<file path="config.mk">
export PLATFORM = sky130hd
export DESIGN_NAME = pc_fetch
export DESIGN_NICKNAME = d
export VERILOG_FILES = /design/src/rtl/pc_fetch_pkg.sv /design/src/rtl/inc16.sv /design/src/rtl/pc_fetch.sv
export SDC_FILE = /design/constraint.sdc
export NUM_CORES = 1
export LEC_CHECK = 0
export CAP_MARGIN = 20
export CORE_MARGIN = 2
export CORE_UTILIZATION = 47
export CTS_CLUSTER_DIAMETER = 50
export DETAILED_ROUTE_END_ITERATION = 8
export PLACE_DENSITY = 0.89
export SLEW_MARGIN = 10
export SYNTH_ARGS = -nofsm -noshare
export SYNTH_HDL_FRONTEND = slang
export SYNTH_SLANG_ARGS = --single-unit
</file>
<file path="constraint.sdc">
create_clock -name clk -period 2.4 [get_ports clk]
set_input_delay 0.24 -clock clk [delete_from_list [all_inputs] [get_ports clk]]
set_output_delay 0.24 -clock clk [all_outputs]
set_load 0.02 [all_outputs]
</file>
<file path="src/rtl/pc_fetch_pkg.sv">
// rtl/pc_fetch_pkg.sv - shared state encodings and defaults for the fetch stage
package pc_fetch_pkg;

  localparam int          PC_WIDTH             = 16;
  localparam logic [15:0] DEFAULT_RESET_VECTOR = 16'h0000;

  typedef enum logic [1:0] {
    ST_IDLE = 2'd0,
    ST_REQ  = 2'd1,
    ST_HOLD = 2'd2
  } fetch_state_e;

endpackage

</file>
<file path="src/rtl/inc16.sv">
// rtl/inc16.sv - 16-bit incrementer; carry out of bit 15 is discarded
module inc16 (
  input  logic [15:0] a,
  output logic [15:0] y
);

  assign y = a + 16'd1;

endmodule

</file>
<file path="src/rtl/pc_fetch.sv">
// rtl/pc_fetch.sv - program counter and instruction fetch stage
// Fetches over imem req/ack and hands words to decode over valid/ready.
module pc_fetch
  import pc_fetch_pkg::*;
#(
  parameter int               WIDTH        = PC_WIDTH,
  parameter logic [WIDTH-1:0] RESET_VECTOR = DEFAULT_RESET_VECTOR
) (
  input  logic             clk,
  input  logic             reset,
  input  logic             load,
  input  logic [WIDTH-1:0] load_addr,
  output logic             imem_req,
  output logic [WIDTH-1:0] imem_addr,
  input  logic             imem_ack,
  input  logic [WIDTH-1:0] imem_data,
  output logic             instr_valid,
  input  logic             instr_ready,
  output logic [WIDTH-1:0] instr,
  output logic [WIDTH-1:0] instr_pc,
  output logic [WIDTH-1:0] pc
);

  fetch_state_e     state_q, state_d;
  logic [WIDTH-1:0] pc_q, pc_d;
  logic [WIDTH-1:0] instr_q, instr_d;
  logic [WIDTH-1:0] instr_pc_q, instr_pc_d;
  logic             redir_pend_q, redir_pend_d;
  logic [WIDTH-1:0] redir_addr_q, redir_addr_d;
  logic [WIDTH-1:0] pc_inc;

  inc16 u_inc16 (
    .a (pc_q),
    .y (pc_inc)
  );

  always_comb begin
    state_d      = state_q;
    pc_d         = pc_q;
    instr_d      = instr_q;
    instr_pc_d   = instr_pc_q;
    redir_pend_d = redir_pend_q;
    redir_addr_d = redir_addr_q;

    case (state_q)
      ST_IDLE: begin
        state_d = ST_REQ;
        if (load) pc_d = load_addr;
      end

      ST_REQ: begin
        if (imem_ack) begin
          if (redir_pend_q || load) begin
            // Stale fetch: drop the data and restart at the newest target.
            pc_d         = load ? load_addr : redir_addr_q;
            redir_pend_d = 1'b0;
          end else begin
            instr_d    = imem_data;
            instr_pc_d = pc_q;
            pc_d       = pc_inc;
            state_d    = ST_HOLD;
          end
        end else if (load) begin
          // PC must stay stable while the request is outstanding.
          redir_pend_d = 1'b1;
          redir_addr_d = load_addr;
        end
      end

      ST_HOLD: begin
        if (load) begin
          pc_d    = load_addr;
          state_d = ST_REQ;
        end else if (instr_ready) begin
          state_d = ST_REQ;
        end
      end

      default: state_d = ST_IDLE;
    endcase
  end

  always_ff @(posedge clk or posedge reset) begin
    if (reset) begin
      state_q      <= ST_IDLE;
      pc_q         <= RESET_VECTOR;
      instr_q      <= '0;
      instr_pc_q   <= '0;
      redir_pend_q <= 1'b0;
      redir_addr_q <= '0;
    end else begin
      state_q      <= state_d;
      pc_q         <= pc_d;
      instr_q      <= instr_d;
      instr_pc_q   <= instr_pc_d;
      redir_pend_q <= redir_pend_d;
      redir_addr_q <= redir_addr_d;
    end
  end

  // Decoded straight from state so reset drops them without waiting for a clock.
  assign imem_req    = (state_q == ST_REQ);
  assign instr_valid = (state_q == ST_HOLD);
  assign imem_addr   = pc_q;
  assign pc          = pc_q;
  assign instr       = instr_q;
  assign instr_pc    = instr_pc_q;

endmodule

</file>
==> results.yml, run 1 <==
logic_synthesis:
  synth_cell_type_count: 58
  netlist_area_um2: 3410
  syn_nets: 330
  synthSimpleGateAreaFrac_pct: 12.3
  synth_warnings: 0
  synthXorXnorAreaFrac_pct: 1.03
  async_flop_share_pct: 100
  synth.avg_cell_area_um2: 11.7
  synthAdderAreaFrac_pct: 0.367
  synth.mux.area_fraction_pct: 17.1
  postSynthCellCount: 292
  seq_area_frac_synth_pct: 49.2
  synth_ff_type: "dfrtp_1"
  synth-seq-cells: 67
  synth_top_family_by_area: "multiplexers"
  synth_compound_area_share_pct: 12.9
  synth_edf_count: 0
routing:
  dr_total_vias: 2754
  drcViolationCount: 0
  drtIter0Drc: 284
  dr.pass1.iters: 4
  wl_per_cell_um: 17.7
  antenna_left: 0
  viasPerCell: 5.67
  wl_um: 8620
die:
  placementRows: 31
  die_x_um: 89.2
  dieArea_um2: 7950
  io-pin-count: 103
  initial_core_util_pct: 47.8
  coreArea_um2: 7140
  die_y_um: 89.2
setup_path:
  critical_path.endpoint: "imem_addr[7]$_DFFE_PP0P_"
  worstSetupStartpoint: "redir_pend_q$_DFFE_PP0P_"
  required_ns: 2.63
  critPathKind: "reg -> reg"
  cp-end-kind: "flip-flop"
  worstPathMaxFanout: 15
  ff2ff_path_depth: 4
  cp_data_arrival_time_ns: 2.23
  timing.rr.start: "redir_pend_q$_DFFE_PP0P_"
  rrSetupSlack_ns: 0.40
  startpoint_type: "flip-flop"
  r2r_end: "imem_addr[7]$_DFFE_PP0P_"
cells_and_area:
  finish.utilization_pct: 64.8
  layout_commonest_cell: "clkdlybuf4s50_1"
  finalNetCount: 420
  diodes: 0
  fin_area_um2: 4630
  area_growth_syn_to_layout_pct: 35.7
  drive_gt1_share_pct: 23.3
  fin_cells: 486
  layout_common_cells: "clkdlybuf4s50_1, dfrtp_1, mux2_2, a21oi_1, nand2_1"
job:
  cap_violations: 0
clocking:
  cts_buffers: 9
  cts_resized: 0
  cts_sinks: 67
  path_clk_slew_ns: 0.07
  clock_tree.root_cell: "clkbuf_8"
  cts_tree: "built"
  clock_latency_ns: 0.35
  clockBufferDepth: 2
  post-cts-setup-buffers: 0
  cts_max_level: 3
  cts_hold_buf: 0
sta:
  maxSlewHeadroom_pct: 57.4
  slew_viol_final: 0
  hold_viol: 0
  rsz0062_at_grt: "no"
  worst_pin_slew_ns: 0.639
  period_share_pct: 83.5
  setup_violations: 0
  fmax_mhz: 499
  finalCriticalPeriod_ns: 2.00
  tns_ns: 0
  hold_ws_ns: 0.289
  setup_ws_ns: 0.396
  clock_skew_ns: 0.0116
status:
  outcome: "completed"
global_routing:
  antenna_found_initial: 0
  grt_overflow: 0
  grt_pass1_vias: 2696
  grt_pass1_wl_um: 13500
  grt_max_degree: 33
  grt_usage_pct: 22.2
pwr:
  pwr-share-comb_pct: 49.8
  p_per_area_nw_per_um2: 1380
  power.switching_mw: 2.51
  p_int_mw: 3.87
  pwr-share-clk_pct: 15.7
  irDropWorstVdd_uv: 434
  fin_total_pwr_mw: 6.38
  p_sw_share_pct: 39.3
  p_leak_nw: 1.87
  seqPwrFrac_pct: 34.4
placed_design:
  dp_cells: 470
  gp_congestion: 0.932
  placed_area_um2: 4420
  place_hpwl_um: 6100
  dp_slack_ns: 0.301
  port_buffers: 102
worst_hold_path:
  hold_path.class: "in -> async"
-- power groups by stage --
stage	sequential, mW	clock [mW]	combinational (mW)
6_report	2.20	1.00	3.18
3_3_place_gp	2.15	0	3.08
4_1_cts	2.19	1.02	3.19
2_1_floorplan	2.55	0	1.49
3_5_place_dp	2.20	0	3.18
5_1_grt	2.27	1.06	3.39
-- layer usage --
| metal | track usage (%) | share of wire [%] | routed length, µm |
|---|---|---|---|
| met2 | 36.6 | 51 | 4380 |
| met5 | 0 | 0 | 0 |
| met3 | 4.34 | 4.9 | 423 |
| met1 | 28.7 | 42 | 3640 |
| met4 | 9.36 | 2.0 | 173 |
-- Yosys cell counts (4+ instances only) --
cell type  count  area (µm²)
nor3_1         5        25.0
o21ai_0        8        40.0
nor2_1        11        41.3
buf_2          7        35.0
nand2_1       12        45.0
nor2b_1        5        31.3
buf_4         18         135
inv_1          4        15.0
a211oi_1       4        30.0
and3_1         4        25.0
nand4_1        4        25.0
a21oi_1       14        70.1
nand3_1        5        25.0
dfrtp_1       67        1680
o211ai_1       5        37.5
mux2_2        49         552
nand2b_1       8        50.1
-- cell type report --
type	instances	area (µm²)
Fill cell	556	2510
Sequential cell	67	1680
Multi-Input combinational cell	189	1490
Timing Repair Buffer	110	1110
Clock buffer	11	131
Tap cell	99	124
Clock inverter	5	77.6
Inverter	5	18.8
-- worst min-delay path by stage --
stage / startpoint / endpoint / slack (ns) / depth (start not counted)
after floorplan: load_addr[0] / redir_addr_q[0]$_DFFE_PP0P_ / 0.39 / 1
after global placement: redir_addr_q[6]$_DFFE_PP0P_ / redir_addr_q[6]$_DFFE_PP0P_ / 0.48 / 1
after detailed placement: redir_addr_q[7]$_DFFE_PP0P_ / redir_addr_q[7]$_DFFE_PP0P_ / 0.49 / 1
after CTS: reset / instr[14]$_DFFE_PP0P_ / 0.29 / 2
after global routing: reset / instr[14]$_DFFE_PP0P_ / 0.35 / 2
final: reset / instr[10]$_DFFE_PP0P_ / 0.29 / 2
-- cell families after synthesis --
| logic type | after synthesis |
|---|---|
| buf+inv | 36 |
| xor+xnor | 4 |
| simple gates | 72 |
| compound gates | 60 |
| flops | 67 |
| mux | 52 |
| fa+ha+maj | 1 |
-- registers in the layout (all words and copies together), names as in the netlist --
name / count
state_q: 2
instr: 16
redir_pend_q: 1
redir_addr_q: 16
imem_addr: 16
instr_pc: 16
-- critical path, cell delays in order (launching register included) --
cell,delay (ns)
dfrtp_1,0.72
inv_2,0.23
o311ai_0,0.53
a31oi_1,0.08
o32a_1,0.32
Note: power is estimated with default switching activity, not from simulation.
==> run 2, diff against run 1 <==
- clock period: 2.4 -> 1.9 ns (I/O delays scaled with it)
==> run 2 against run 1 <==
Sequential share of layout area decreased by 1.0 points. Clock power rose by 22%. Highest routed layer unchanged. Power up 28%.
==> results.yml, run 2 (synthesis gave the netlist of run 1 again) <==
pwr:
  pwr-share-clk_pct: 14.9
  p_sw_share_pct: 39.4
  p_per_area_nw_per_um2: 1720
  p_int_mw: 4.95
  pwr-share-comb_pct: 52.8
  seqPwrFrac_pct: 32.3
  irDropWorstVdd_uv: 553
  p_leak_nw: 1.94
  power.switching_mw: 3.22
setup_path:
  critical_path.endpoint: "instr_valid"
  required_ns: 1.71
  critPathSlowestCell: "clkdlybuf4s50_1"
  worstSetupStartpoint: "state_q[1]$_DFFE_PP0P_"
  crit_buf_inv: 1
  critical-path-top-delay-family: "buffers and inverters"
  cp_data_arrival_time_ns: 1.64
  startpoint_type: "flip-flop"
  worstPathMaxFanout: 7
  rrSetupSlack_ns: 0.15
  cp-end-kind: "primary output"
  slowest_delay_ns: 0.64
  timing.rr.start: "imem_addr[0]$_DFFE_PP0P_"
  crit_chain: "nor2b_1 > clkdlybuf4s50_1"
  r2r_end: "imem_addr[14]$_DFFE_PP0P_"
  critical_path_depth: 2
  critPathKind: "reg -> out"
  ff2ff_path_depth: 5
clocking:
  cts_sinks: 67
  cts_buffers: 9
  clockBufferDepth: 2
  cts_resized: 0
  clock_tree.root_cell: "clkbuf_8"
  post-cts-setup-buffers: 0
  path_clk_slew_ns: 0.08
  clock_latency_ns: 0.35
  cts_tree: "built"
  cts_hold_buf: 0
  cts_max_level: 3
global_routing:
  grt_max_degree: 56
  antenna_found_initial: 0
  grt_pass1_vias: 2641
  grt_pass1_wl_um: 13000
  grt_usage_pct: 21.6
  grt_overflow: 0
status:
  outcome: "completed"
cells_and_area:
  area_growth_syn_to_layout_pct: 39.6
  fin_area_um2: 4760
  finalNetCount: 437
  layout_commonest_cell: "clkdlybuf4s50_1"
  diodes: 0
  regArea_um2: 1680
  drive_gt1_share_pct: 27.0
  layout_common_cells: "clkdlybuf4s50_1, dfrtp_1, mux2_2, buf_4, a21oi_1"
  nFillCells: 549
  multi_input_area_um2: 1490
placed_design:
  place_hpwl_um: 6200
  port_buffers: 102
  placed_area_um2: 4560
  gp_congestion: 0.913
  dp_slack_ns: 0.0285
die:
  dieArea_um2: 7950
  initial_core_util_pct: 47.8
  die_y_um: 89.2
  die_x_um: 89.2
  io-pin-count: 103
  coreArea_um2: 7140
  placementRows: 31
sta:
  maxSlewHeadroom_pct: 73.3
  hold_viol: 0
  slew_viol_final: 0
  finalCriticalPeriod_ns: 1.83
  fmax_mhz: 546
  setup_violations: 0
  rsz0062_at_grt: "no"
  period_share_pct: 96.4
  worst_pin_slew_ns: 0.396
  setup_ws_ns: 0.0680
  tns_ns: 0
  clock_skew_ns: 0.0147
routing:
  antenna_left: 0
  wl_um: 8530
  drtIter0Drc: 287
  dr.pass1.iters: 6
  wl_per_cell_um: 17.0
  dr_total_vias: 2819
  viasPerCell: 5.60
  drcViolationCount: 0
worst_hold_path:
  hold_path.class: "in -> async"
job:
  cap_violations: 0
-- run 2: worst min-delay path by stage --
stage,endpoint,cells after the start,from
6_report,instr[1]$_DFFE_PP0P_,2,reset
2_1_floorplan,redir_addr_q[0]$_DFFE_PP0P_,1,load_addr[0]
3_5_place_dp,instr[1]$_DFFE_PP0P_,2,reset
3_3_place_gp,instr[1]$_DFFE_PP0P_,2,reset
5_1_grt,instr[1]$_DFFE_PP0P_,2,reset
4_1_cts,instr[1]$_DFFE_PP0P_,2,reset
-- run 2: metrics by stage --
step / cells / utilization, % / power (mW) / hold slack, ns
after floorplan: 292 / - / 5.10 / 0.342
after global placement: 487 / 63.9 / 6.79 / 0.470
after detailed placement: 487 / 63.9 / 6.95 / 0.480
after CTS: 503 / 66.7 / 8.19 / 0.105
after global routing: 503 / 66.7 / 8.61 / 0.148
final: 503 / 66.7 / 8.17 / 0.105
-- run 2: worst reg2reg max path: cells and delay by family, from the launching register on --
family,cells,cell delay (ns)
fa+ha+maj,1,0.26
simple gates,3,0.73
compound gates,1,0.22
flops,1,0.45
-- run 2: cell type report --
class / instances / area share (%)
sequential: 67 / 35.2
multi-input combinational: 189 / 31.4
clock buffer: 10 / 2.89
tap: 99 / 2.60
inverter: 5 / 0.394
clock inverter: 6 / 1.37
timing repair buffer: 127 / 26.2
-- run 2: power groups by stage --
| stage | Combinational [mW] | Sequential [mW] | Clock (mW) |
|---|---|---|---|
| after global routing | 4.58 | 2.74 | 1.29 |
| after detailed placement | 4.29 | 2.66 | 0 |
| after global placement | 4.17 | 2.62 | 0 |
| final | 4.31 | 2.64 | 1.22 |
| after CTS | 4.32 | 2.64 | 1.23 |
| after floorplan | 1.88 | 3.22 | 0 |
-- run 2: per-layer routing --
metal	vias up	part of all wire (%)	global-route usage [%]	wire length, µm
met5	-	0	0	0
met4	0	2.1	9.36	180
met3	17	6.6	3.23	562
met2	140	50	36.2	4290
met1	1386	41	27.8	3500
li1	1276	-	-	-
==> run 3, diff against run 2 <==
- CTS_CLUSTER_SIZE: not set -> 30
==> results of run 3 <==
Final layout, timing and power as in run 2 (identical DEF).
